### src/rtl/exp_range_reduce_pkg.sv
// Shared constants, types and helpers for the exp range-reduction wrapper.
// Holds fixed-point ln2 constants, bypass thresholds, bf16 special encodings,
// the FSM state enum and the input classifier used at operand acceptance.
package exp_range_reduce_pkg;

    localparam int BF_W = 16;

    // 1/ln2 as unsigned Q1.16 and ln2 as unsigned Q0.16
    localparam logic [16:0] INV_LN2_Q16 = 17'd94548;
    localparam logic [15:0] LN2_Q16     = 16'd45426;

    // Saturation / tiny-input thresholds (bf16 bit patterns and biased exponent)
    localparam logic [15:0] EXP_OVF_TH   = 16'h42B2;   //  89.0
    localparam logic [15:0] EXP_UNF_TH   = 16'hC2B0;   // -88.0
    localparam logic [7:0]  EXP_TINY_EXP = 8'd118;     // 2^-9

    localparam logic [15:0] QNAN    = 16'h7FC0;
    localparam logic [15:0] PINF    = 16'h7F80;
    localparam logic [15:0] ONE     = 16'h3F80;
    localparam logic [15:0] BF_ZERO = 16'h0000;

    typedef enum logic [2:0] {
        RED_IDLE,
        RED_MUL,
        RED_SUB,
        RED_NORM,
        RED_ISSUE,
        RED_WAIT,
        RED_SCALE,
        RED_DONE
    } stateRED_t;

    typedef struct packed {
        logic        bypass;
        logic [15:0] value;
    } class_t;

    // Decide whether x can skip the CORDIC core entirely, and with what result.
    function automatic class_t classify(input logic [15:0] x);
        class_t c;
        c.bypass = 1'b1;
        c.value  = BF_ZERO;
        if (x[14:7] == 8'hFF && x[6:0] != 7'd0) begin
            c.value = QNAN;
        end else if (x[14:7] == 8'hFF) begin
            c.value = x[15] ? BF_ZERO : PINF;
        end else if (!x[15] && x >= EXP_OVF_TH) begin
            c.value = PINF;
        end else if (x[15] && x[14:0] >= EXP_UNF_TH[14:0]) begin
            c.value = BF_ZERO;
        end else if (x[14:7] < EXP_TINY_EXP) begin
            c.value = ONE;     // exp(x) rounds to 1.0 for |x| < 2^-9
        end else begin
            c.bypass = 1'b0;
        end
        return c;
    endfunction

endpackage

### src/rtl/exp_range_reduce_if.sv
// Handshake bundle of exp_range_reduce.
// slave  : the range-reduction block's view (upstream in, downstream out, core side).
// master : the environment's view (source/sink and CORDIC core).
interface exp_range_reduce_if;
    import exp_range_reduce_pkg::*;

    logic            valid_i;
    logic [BF_W-1:0] data_i;
    logic            ready_o;
    logic            padv_i;
    logic            valid_o;
    logic [BF_W-1:0] data_o;
    logic            cor_valid_o;
    logic [BF_W-1:0] cor_data_o;
    logic            cor_ready_i;
    logic            cor_valid_i;
    logic [BF_W-1:0] cor_data_i;
    logic            cor_padv_o;

    modport slave (
        input  valid_i, data_i, padv_i, cor_ready_i, cor_valid_i, cor_data_i,
        output ready_o, valid_o, data_o, cor_valid_o, cor_data_o, cor_padv_o
    );

    modport master (
        output valid_i, data_i, padv_i, cor_ready_i, cor_valid_i, cor_data_i,
        input  ready_o, valid_o, data_o, cor_valid_o, cor_data_o, cor_padv_o
    );

endinterface

### src/rtl/exp_range_reduce_fix2bf16_norm.sv
// Combinational signed fixed-point to bfloat16 converter.
// fx_i : signed value with FB fractional bits (IW bits total, IW >= 10)
// bf_o : bfloat16, round-to-nearest-even on the 7-bit mantissa; zero maps to 0x0000
module fix2bf16_norm #(
    parameter int IW = 18,
    parameter int FB = 16
) (
    input  logic signed [IW-1:0] fx_i,
    output logic        [15:0]   bf_o
);
    localparam int LW = $clog2(IW);

    logic [IW-1:0] mag;
    logic [LW-1:0] msb;
    logic [IW-1:0] norm;
    logic [6:0]    mant;
    logic          guard;
    logic          sticky;
    logic [7:0]    mant_r;
    logic [9:0]    exp_w;

    always_comb begin
        mag = fx_i[IW-1] ? IW'(-fx_i) : IW'(fx_i);

        msb = '0;
        for (int i = 0; i < IW; i++) begin
            if (mag[i]) msb = LW'(i);
        end

        // Left-justify so the leading one sits at the top bit
        norm   = mag << (LW'(IW - 1) - msb);
        mant   = norm[IW-2 -: 7];
        guard  = norm[IW-9];
        sticky = |norm[IW-10:0];
        mant_r = {1'b0, mant} + {7'd0, guard & (sticky | mant[0])};

        // Mantissa carry-out bumps the exponent; mant_r[6:0] is then already zero
        exp_w = 10'(127 - FB) + 10'(msb) + 10'(mant_r[7]);

        bf_o = (mag == '0) ? 16'h0000 : {fx_i[IW-1], exp_w[7:0], mant_r[6:0]};
    end

endmodule

### src/rtl/exp_range_reduce.sv
// Range reduction around the CORDIC exp core: x = k*ln2 + r, the core
// evaluates exp(r), and k is added back onto the result exponent.
// Ports: clk, rst (sync, active high), bus (slave modport): upstream
// valid_i/data_i/ready_o, downstream valid_o/data_o/padv_i, and the core
// side cor_valid_o/cor_data_o/cor_ready_i, cor_valid_i/cor_data_i/cor_padv_o.
module exp_range_reduce
    import exp_range_reduce_pkg::*;
#(
    parameter int FRAC_BITS = 16,   // must be >= 16
    parameter int K_DW      = 8
) (
    input  logic             clk,
    input  logic             rst,
    exp_range_reduce_if.slave bus
);
    localparam int MW   = FRAC_BITS + 8;    // |xf| magnitude width
    localparam int XW   = FRAC_BITS + 9;    // signed xf width
    localparam int PW   = MW + 17;          // |xf| * INV_LN2 product width
    localparam int RW   = FRAC_BITS + 2;    // signed r with one guard integer bit
    localparam int KMAX = (1 << (K_DW - 1)) - 1;
    localparam logic signed [XW:0] LN2_FX = (XW+1)'(LN2_Q16) << (FRAC_BITS - 16);

    stateRED_t               state_q, state_d;
    logic [15:0]             x_q, x_d;
    logic signed [XW-1:0]    xf_q, xf_d;
    logic signed [K_DW-1:0]  k_q, k_d;
    logic signed [RW-1:0]    rf_q, rf_d;
    logic [14:0]             cap_q, cap_d;
    logic                    valid_q, valid_d;
    logic [15:0]             data_q, data_d;
    logic                    cor_valid_q, cor_valid_d;
    logic [15:0]             cor_data_q, cor_data_d;
    logic                    cor_padv_q, cor_padv_d;

    class_t                  in_cls;
    logic [7:0]              sh;
    logic [MW-1:0]           xf_mag;
    logic [PW-1:0]           k_prod;
    logic [PW-1:0]           k_mag;
    logic signed [K_DW-1:0]  k_sat;
    logic signed [XW-1:0]    xf_sgn;
    logic [15:0]             r_bf;
    logic signed [9:0]       e_sum;
    logic [15:0]             scaled;

    assign in_cls = classify(bus.data_i);

    // MUL datapath. Non-bypassed inputs have biased exponent 118..133, so the
    // right shift below is 1..16 and |xf| stays under 2^(FRAC_BITS+7).
    always_comb begin
        sh     = 8'd134 - x_q[14:7];
        xf_mag = (MW'({1'b1, x_q[6:0]}) << FRAC_BITS) >> sh;
        xf_sgn = x_q[15] ? -XW'(xf_mag) : XW'(xf_mag);
        k_prod = PW'(xf_mag) * PW'(INV_LN2_Q16);
        // Rounding the magnitude gives round-half-away-from-zero after the sign is applied
        k_mag  = (k_prod + (PW'(1) << (FRAC_BITS + 15))) >> (FRAC_BITS + 16);
        if (!x_q[15]) begin
            k_sat = (k_mag > PW'(KMAX)) ? K_DW'(KMAX) : K_DW'(k_mag);
        end else begin
            k_sat = (k_mag > PW'(KMAX + 1)) ? K_DW'(-(KMAX + 1)) : -K_DW'(k_mag);
        end
    end

    fix2bf16_norm #(.IW(RW), .FB(FRAC_BITS)) u_norm (
        .fx_i (rf_q),
        .bf_o (r_bf)
    );

    // SCALE: exp(r) is positive, so only its exponent and mantissa matter
    always_comb begin
        e_sum = $signed({2'b00, cap_q[14:7]}) + 10'(k_q);
        if (e_sum >= 10'sd255) begin
            scaled = PINF;
        end else if (e_sum <= 10'sd0) begin
            scaled = BF_ZERO;
        end else begin
            scaled = {1'b0, e_sum[7:0], cap_q[6:0]};
        end
    end

    always_comb begin
        state_d     = state_q;
        x_d         = x_q;
        xf_d        = xf_q;
        k_d         = k_q;
        rf_d        = rf_q;
        cap_d       = cap_q;
        valid_d     = valid_q;
        data_d      = data_q;
        cor_valid_d = cor_valid_q;
        cor_data_d  = cor_data_q;
        cor_padv_d  = 1'b0;

        case (state_q)
            RED_IDLE: begin
                if (bus.valid_i) begin
                    if (in_cls.bypass) begin
                        data_d  = in_cls.value;
                        valid_d = 1'b1;
                        state_d = RED_DONE;
                    end else begin
                        x_d     = bus.data_i;
                        state_d = RED_MUL;
                    end
                end
            end
            RED_MUL: begin
                xf_d    = xf_sgn;
                k_d     = k_sat;
                state_d = RED_SUB;
            end
            RED_SUB: begin
                rf_d    = RW'((XW+1)'(xf_q) - (XW+1)'(k_q) * LN2_FX);
                state_d = RED_NORM;
            end
            RED_NORM: begin
                cor_data_d  = r_bf;
                cor_valid_d = 1'b1;
                state_d     = RED_ISSUE;
            end
            RED_ISSUE: begin
                if (bus.cor_ready_i) begin
                    cor_valid_d = 1'b0;
                    state_d     = RED_WAIT;
                end
            end
            RED_WAIT: begin
                if (bus.cor_valid_i) begin
                    cap_d      = bus.cor_data_i[14:0];
                    cor_padv_d = 1'b1;
                    state_d    = RED_SCALE;
                end
            end
            RED_SCALE: begin
                data_d  = scaled;
                valid_d = 1'b1;
                state_d = RED_DONE;
            end
            RED_DONE: begin
                if (bus.padv_i) begin
                    valid_d = 1'b0;
                    state_d = RED_IDLE;
                end
            end
            default: state_d = RED_IDLE;
        endcase
    end

    always_ff @(posedge clk) begin
        if (rst) begin
            state_q     <= RED_IDLE;
            x_q         <= '0;
            xf_q        <= '0;
            k_q         <= '0;
            rf_q        <= '0;
            cap_q       <= '0;
            valid_q     <= 1'b0;
            data_q      <= '0;
            cor_valid_q <= 1'b0;
            cor_data_q  <= '0;
            cor_padv_q  <= 1'b0;
        end else begin
            state_q     <= state_d;
            x_q         <= x_d;
            xf_q        <= xf_d;
            k_q         <= k_d;
            rf_q        <= rf_d;
            cap_q       <= cap_d;
            valid_q     <= valid_d;
            data_q      <= data_d;
            cor_valid_q <= cor_valid_d;
            cor_data_q  <= cor_data_d;
            cor_padv_q  <= cor_padv_d;
        end
    end

    assign bus.ready_o     = (state_q == RED_IDLE);
    assign bus.valid_o     = valid_q;
    assign bus.data_o      = data_q;
    assign bus.cor_valid_o = cor_valid_q;
    assign bus.cor_data_o  = cor_data_q;
    assign bus.cor_padv_o  = cor_padv_q;

endmodule

### src/flat_wrapper.sv
// flat-port wrapper written by rule: the top's interface ports become plain ports
module exp_range_reduce_flat import exp_range_reduce_pkg::*;
#(
    parameter int FRAC_BITS = 16,                   
    parameter int K_DW      = 8
)
  (clk, rst, bus_valid_i, bus_data_i, bus_padv_i, bus_cor_ready_i, bus_cor_valid_i, bus_cor_data_i, bus_ready_o, bus_valid_o, bus_data_o, bus_cor_valid_o, bus_cor_data_o, bus_cor_padv_o);
  exp_range_reduce_if bus_i ();
  input  logic clk;
  input  logic rst;
  input wire logic [$bits(bus_i.valid_i)-1:0] bus_valid_i;
  input wire logic [$bits(bus_i.data_i)-1:0] bus_data_i;
  input wire logic [$bits(bus_i.padv_i)-1:0] bus_padv_i;
  input wire logic [$bits(bus_i.cor_ready_i)-1:0] bus_cor_ready_i;
  input wire logic [$bits(bus_i.cor_valid_i)-1:0] bus_cor_valid_i;
  input wire logic [$bits(bus_i.cor_data_i)-1:0] bus_cor_data_i;
  output wire logic [$bits(bus_i.ready_o)-1:0] bus_ready_o;
  output wire logic [$bits(bus_i.valid_o)-1:0] bus_valid_o;
  output wire logic [$bits(bus_i.data_o)-1:0] bus_data_o;
  output wire logic [$bits(bus_i.cor_valid_o)-1:0] bus_cor_valid_o;
  output wire logic [$bits(bus_i.cor_data_o)-1:0] bus_cor_data_o;
  output wire logic [$bits(bus_i.cor_padv_o)-1:0] bus_cor_padv_o;
  assign bus_i.valid_i = bus_valid_i;
  assign bus_i.data_i = bus_data_i;
  assign bus_i.padv_i = bus_padv_i;
  assign bus_i.cor_ready_i = bus_cor_ready_i;
  assign bus_i.cor_valid_i = bus_cor_valid_i;
  assign bus_i.cor_data_i = bus_cor_data_i;
  assign bus_ready_o = bus_i.ready_o;
  assign bus_valid_o = bus_i.valid_o;
  assign bus_data_o = bus_i.data_o;
  assign bus_cor_valid_o = bus_i.cor_valid_o;
  assign bus_cor_data_o = bus_i.cor_data_o;
  assign bus_cor_padv_o = bus_i.cor_padv_o;
  exp_range_reduce #(.FRAC_BITS(FRAC_BITS), .K_DW(K_DW)) u_core (.clk(clk), .rst(rst), .bus(bus_i));
endmodule
### config.mk
export PLATFORM = sky130hd
export DESIGN_NAME = exp_range_reduce_flat
export DESIGN_NICKNAME = d
export VERILOG_FILES = /design/src/rtl/exp_range_reduce_pkg.sv /design/src/rtl/exp_range_reduce_if.sv /design/src/rtl/exp_range_reduce_fix2bf16_norm.sv /design/src/rtl/exp_range_reduce.sv /design/src/flat_wrapper.sv
export SDC_FILE = /design/constraint.sdc
export NUM_CORES = 1
export LEC_CHECK = 0
export CORE_AREA = 3 3 199 201
export CTS_BUF_LIST = sky130_fd_sc_hd__clkbuf_8 sky130_fd_sc_hd__clkbuf_16
export CTS_CLUSTER_SIZE = 12
export DETAILED_ROUTE_END_ITERATION = 8
export DIE_AREA = 0 0 202 204
export PLACE_DENSITY = 0.58
export SYNTH_ARGS = -nofsm -noshare
export SYNTH_HDL_FRONTEND = slang
export SYNTH_SLANG_ARGS = --single-unit
### constraint.sdc
create_clock -name clk -period 12.9 [get_ports clk]
set_input_delay 1.29 -clock clk [delete_from_list [all_inputs] [get_ports clk]]
set_output_delay 1.29 -clock clk [all_outputs]
set_load 0.02 [all_outputs]
==> out/qor.txt, run 1 <==
Top cell type's share of synthesized area = 19.8%
RSZ-0062 raised after global routing = false
Hpwl dp = 35.0 mm
Vias in the first global route = 13,600
GRT Overall Usage = 20.8%
Initial antenna violation count = 0
Finished Cell Area = 18,000 um2
Final worst slack = 1.64 ns
Slowest stage delay, CP = 0.80 ns
Placed instance area = 17,700 um2
I/O pins = 74
Clock transition at path regs = 0.08 ns
CP top delay family = compound AO/OA/AOI/OAI gates
Wire length per cell = 16.7 um
Number of diodes = 0
Hold Fails Final Rpt = 0
Period minus WS final = 11.26 ns
Post-CTS Setup Bufs = 0
Max Cap Violations = 0
Crit. End Element = register
Largest area contributor in the netlist = ha_1
Starting density of the core = 44.0%
GPL Wtd Cong = 0.870
Worst-skew pair later-pin latency = 0.37 ns
Number of routed nets with antenna violations = 0
TritonCTS clock tree = built
Die width = 202 um
Die Area = 41,200 um2
Synth warn = 0
Share of layout cells above drive strength 1 = 3.72%
Status = complete, no violations
Dominant synthesized flop cell = dfxtp_1
Crit path max-delay cell type = o22ai_1
Largest net degree at the start of global routing = 64
Worst slack at placement = 1.68 ns
Vias = 13,700
Largest cells by area after synthesis = ha_1 20%, fa_1 17%, dfxtp_1 14%, inv_1 7.2%, a21oi_1 3.9%
Slew Limit Fails = 0
Via density = 5.41
Clock tree sinks = 112
Fin crit share = 87.3%
Worst-margin pin slew = 1.22 ns
Highest Clock Rate = 0.0888 GHz
# DRC = 0
Yosys cell types = 88
Row count = 71
Hold Path Class = reg -> reg
Total CTS buffers = 9
Syn avg cell area = 8.30 um2
Total iterations of the first detailed-routing run = 5
Setup TNS = 0 ns
Async S/R FF share, synth = 0%
P_leak = 8.96 nW
Die Ht = 204 um
Post-synth EDFFs = 0
# resized after CTS = 0
I/O Buffers = 71
Worst Path Max Fanout = 17
Endpoints failing setup = 0
Initial drt markers = 677
Setup Skew = 0.0124 ns
Power Density = 216 nW/um2
Worst VDD drop = 0.265 mV
Core footprint = 37,800 um2
Most common cell in the netlist = inv_1
CP required = 13.17 ns
Total congestion overflow = 0
Global-route wire length before repair = 70.5 mm
Synth cell count leaders = 319 x inv_1, 263 x ha_1, 159 x nand2_1
CTS Hold Buffers Added = 0
Total Nets Final = 2,452
Crit path DAT = 11.53 ns
Rel. slew slack = 18.5%
Syn_nets = 2,439
Worst-case clock buffer depth = 2
FF+latch count, synth = 112
CP Launch Type = register
Post-Synthesis Cells = 2,001
Synthesis-to-layout area growth = 8.33%
Final WL = 42.2 mm
H-tree depth = 3
Root buffer cell = clkbuf_16
Mapped Area = 16,600 um2
Buffers plus inverters on the worst setup path = 7
Cell mode on critical path = inv_1
Post-synthesis sequential area ratio = 13.5%
Critical path type = reg -> reg
## cell usage in the layout (no fill, tap or decap), types with 6 or more instances in the layout
cell / count
a211o_1: 7
a211oi_1: 26
a21o_1: 24
a21oi_1: 130
a22oi_1: 16
a31oi_1: 7
and2_1: 7
and3_1: 13
and4_1: 6
buf_4: 14
clkbuf_16: 9
clkdlybuf4s50_1: 70
dfxtp_1: 112
fa_1: 137
ha_1: 263
inv_1: 319
mux2_2: 13
mux2i_1: 45
nand2_1: 159
nand2b_1: 14
nand3_1: 40
nand3b_1: 11
nand4_1: 20
nor2_1: 131
nor2b_1: 13
nor3_1: 32
nor4_1: 17
o211ai_1: 8
o21a_1: 10
o21ai_0: 75
o21bai_1: 9
o221ai_1: 6
o22a_1: 7
o22ai_1: 10
o31ai_1: 8
or2_2: 7
or3_1: 19
or4_1: 11
xnor2_1: 65
xor2_1: 37
## flip-flops by register name (all words and copies together) (netlist names)
signal and count:
u_core.bus.cor_valid_o 1, u_core.k_q 8, u_core.bus.cor_data_o 16, u_core.bus.cor_padv_o 1, u_core.bus.data_o 15, u_core.x_q 16, u_core.xf_q 18, u_core.state_q 3
u_core.cap_q 15, u_core.bus.valid_o 1, u_core.rf_q 18
## per-stage QoR
| step | utilization (%) | hold slack, ns | total power, W | cells |
|---|---|---|---|---|
| 2_1_floorplan | - | 0.432 | 0.00297 | 2001 |
| 3_3_place_gp | 46.9 | 0.443 | 0.00355 | 2514 |
| 3_5_place_dp | 46.9 | 0.448 | 0.00359 | 2514 |
| 4_1_cts | 47.6 | 0.459 | 0.00388 | 2529 |
| 5_1_grt | 47.6 | 0.484 | 0.00426 | 2529 |
| 6_report | 47.6 | 0.457 | 0.00389 | 2529 |
## layout make-up
type | count | area, um2
Fill cell | 3744 | 19800
Timing Repair Buffer | 84 | 806
Tap cell | 511 | 639
Clock inverter | 5 | 40.0
Multi-Input combinational cell | 1487 | 12800
Inverter | 320 | 1200
Clock buffer | 10 | 239
Sequential cell | 112 | 2240
## metal layers
layer	vias to the layer above	routed length [um]	GRT usage, %
met5	-	0	0
met4	0	498	3.74
met3	28	1180	1.56
met2	230	21000	37.9
met1	6601	19500	27.4
li1	6833	-	-
## logic make-up after synthesis
| kind of cell | Yosys count | share of synthesized area [%] |
|---|---|---|
| xor+xnor | 104 | 5.58 |
| flops | 112 | 13.5 |
| fa+ha+maj | 400 | 36.3 |
| compound gates | 399 | 15.9 |
| mux | 61 | 3.93 |
| other cells | 1 | 0.0226 |
| simple gates | 522 | 15.3 |
| buf+inv | 402 | 9.36 |
## worst min-delay path, stage by stage (launching register included)
cell     delay [ns]
dfxtp_1        0.31
nand2_1        0.05
a21oi_1        0.05
## report_power, final
group	internal (W)	switching, W	total [W]
clock	0.000137	0.000136	0.000273
sequential	0.000421	0.000111	0.000532
combinational	0.00123	0.00185	0.00308
## final timing paths
kind                    from               to  slack, ns  cells past startpoint
max reg2reg    u_core.x_q[7]    u_core.k_q[2]       1.64                     37
min          u_core.cap_q[3]  u_core.cap_q[3]       0.46                      2
min reg2reg  u_core.cap_q[3]  u_core.cap_q[3]       0.46                      2
max            u_core.x_q[7]    u_core.k_q[2]       1.64                     37
Power figures use the tool's default switching activity.
==> run 2, diff against run 1 <==
ABC_AREA = 0   (was unset)
CORE_AREA = 3 3 166 168   (was 3 3 199 201)
DIE_AREA = 0 0 169 171   (was 0 0 202 204)
PLACE_DENSITY = 0.8   (was 0.58)
==> out/qor.txt, run 2 (synthesis gave the netlist of run 1 again) <==
Crit path max-delay cell type = o22ai_1 (unchanged)
I/O pins = 74 (unchanged)
WHS Path Cells = 2 (unchanged)
Starting density of the core = 63.7% (was 44.0%)
Status = complete, no violations (unchanged)
Hpwl dp = 33.7 mm (was 35.0 mm)
Die Ht = 171 um (was 204 um)
Reg-to-reg slack, setup = 1.61 ns (was 1.64 ns)
Worst-margin pin slew = 1.06 ns (was 1.22 ns)
Total iterations of the first detailed-routing run = 5 (unchanged)
Vias in the first global route = 14,300 (was 13,600)
Share of layout cells above drive strength 1 = 3.71% (was 3.72%)
Number of diodes = 0 (unchanged)
Dpl cells = 2,338 (was 2,514)
Power Density = 222 nW/um2 (was 216 nW/um2)
Worst-skew pair later-pin latency = 0.35 ns (was 0.37 ns)
Setup TNS = 0 ns (unchanged)
CP Launch Type = register (unchanged)
Max Cap Violations = 0 (unchanged)
Worst-case clock buffer depth = 2 (unchanged)
Global-route wire length before repair = 69.6 mm (was 70.5 mm)
Worst Path Max Fanout = 17 (unchanged)
Post-CTS Setup Bufs = 0 (unchanged)
Hold Startpoint = u_core.bus.cor_data_o[13] (was u_core.cap_q[3])
Endpoints failing setup = 0 (unchanged)
Die width = 169 um (was 202 um)
Hold EP = u_core.bus.cor_data_o[13] (was u_core.cap_q[3])
P_leak = 8.97 nW (was 8.96 nW)
Fin crit share = 87.5% (was 87.3%)
Hold Path Class = reg -> reg (unchanged)
Crit path DAT = 11.55 ns (was 11.53 ns)
Top flop regs = u_core.rf_q x18, u_core.xf_q x18 (unchanged)
Fin cells = 2,354 (was 2,529)
GPL Wtd Cong = 0.927 (was 0.870)
Period minus WS final = 11.29 ns (was 11.26 ns)
Critical path type = reg -> reg (unchanged)
Commonest non-fill, non-tap cells in the layout = 319 x inv_1, 263 x ha_1, 159 x nand2_1, 137 x fa_1, 131 x nor2_1 (unchanged)
Final WL = 41.4 mm (was 42.2 mm)
# DRC = 0 (unchanged)
TritonCTS clock tree = built (unchanged)
Slew Limit Fails = 0 (unchanged)
Row count = 59 (was 71)
FF-to-FF Start = u_core.x_q[7] (unchanged)
Number of routed nets with antenna violations = 0 (unchanged)
Worst VDD drop = 0.463 mV (was 0.265 mV)
Hold Fails Final Rpt = 0 (unchanged)
Commonest non-fill, non-tap cell in the layout = inv_1 (unchanged)
Slowest stage delay, CP = 0.76 ns (was 0.80 ns)
GRT Overall Usage = 28.9% (was 20.8%)
Total Nets Final = 2,452 (unchanged)
Wire length per cell = 17.6 um (was 16.7 um)
Clock tree sinks = 112 (unchanged)
Final core utilization = 68.2% (was 47.6%)
H-tree depth = 3 (unchanged)
Root buffer cell = clkbuf_16 (unchanged)
Hold Slack = 0.454 ns (was 0.457 ns)
Die Area = 28,900 um2 (was 41,200 um2)
Initial antenna violation count = 0 (unchanged)
Total power = 0.00395 W (was 0.00389 W)
Reg-to-Reg End = u_core.k_q[2] (unchanged)
Rel. slew slack = 29.2% (was 18.5%)
# resized after CTS = 0 (unchanged)
Vias = 14,200 (was 13,700)
Total congestion overflow = 0 (unchanged)
Core footprint = 26,100 um2 (was 37,800 um2)
RSZ-0062 raised after global routing = false (unchanged)
CP required = 13.16 ns (was 13.17 ns)
Clock transition at path regs = 0.09 ns (was 0.08 ns)
CTS Hold Buffers Added = 0 (unchanged)
Crit. End Element = register (unchanged)
Cell mode on critical path = inv_1 (unchanged)
R2R depth = 37 (unchanged)
Via density = 6.03 (was 5.41)
Setup Skew = 0.0109 ns (was 0.0124 ns)
Synthesis-to-layout area growth = 7.14% (was 8.33%)
I/O Buffers = 71 (unchanged)
Initial drt markers = 1,071 (was 677)
Total CTS buffers = 9 (unchanged)
Highest Clock Rate = 0.0886 GHz (was 0.0888 GHz)
Largest net degree at the start of global routing = 68 (was 64)
run 2: changes by cell type in the layout (fill, tap and decap cells not counted), sizes merged:
cell      change
clkinv        +2
clkbuf        -1
clkinvlp      -1
inv           +1
run 2: stage by stage:
step | setup WS, ns | cell area [um2]
6_report | 1.61 | 17800
3_3_place_gp | 2.15 | 17500
5_1_grt | 0.618 | 17800
3_5_place_dp | 1.75 | 17500
4_1_cts | 1.70 | 17800
2_1_floorplan | 3.52 | 16600
run 2: worst max path at each step:
stage | from | endpoint | slack [ns] | cells past startpoint
CTS | u_core.x_q[7] | u_core.k_q[2] | 1.70 | 37
floorplan | u_core.x_q[8] | u_core.k_q[2] | 3.52 | 37
detailed placement | u_core.x_q[7] | u_core.k_q[2] | 1.75 | 37
global placement | u_core.x_q[7] | u_core.k_q[2] | 2.15 | 37
finish | u_core.x_q[7] | u_core.k_q[2] | 1.61 | 37
global route | u_core.x_q[7] | u_core.k_q[2] | 0.62 | 37
run 2: final cells by class:
| class | instances | area [um2] |
|---|---|---|
| Multi-Input combinational cell | 1487 | 12800 |
| Clock inverter | 7 | 85.1 |
| Fill cell | 2107 | 8270 |
| Tap cell | 335 | 419 |
| Inverter | 320 | 1200 |
| Clock buffer | 9 | 225 |
| Timing Repair Buffer | 84 | 803 |
| Sequential cell | 112 | 2240 |
run 2: where the power goes:
part	internal (W)	switching, W	total (W)
Clock	0.000139	0.000145	0.000284
Combinational	0.00124	0.00189	0.00313
Sequential	0.000421	0.000116	0.000537
run 2: per-layer routing:
metal	part of all wire [%]	GRT usage, %
met1	42	36.0
met2	49	52.3
met3	4.9	2.61
met4	3.4	10.6
met5	0	0
run 2: worst max-delay path: cells and delay by family, from the launching register on:
family | cells | cell delay (ns)
flip-flops | 1 | 0.49
buffers and inverters | 7 | 0.49
XOR/XNOR | 1 | 0.14
adder cells (fa/ha/maj) | 9 | 3.79
AO/OA/AOI/OAI | 11 | 4.12
AND/OR/NAND/NOR | 9 | 2.14
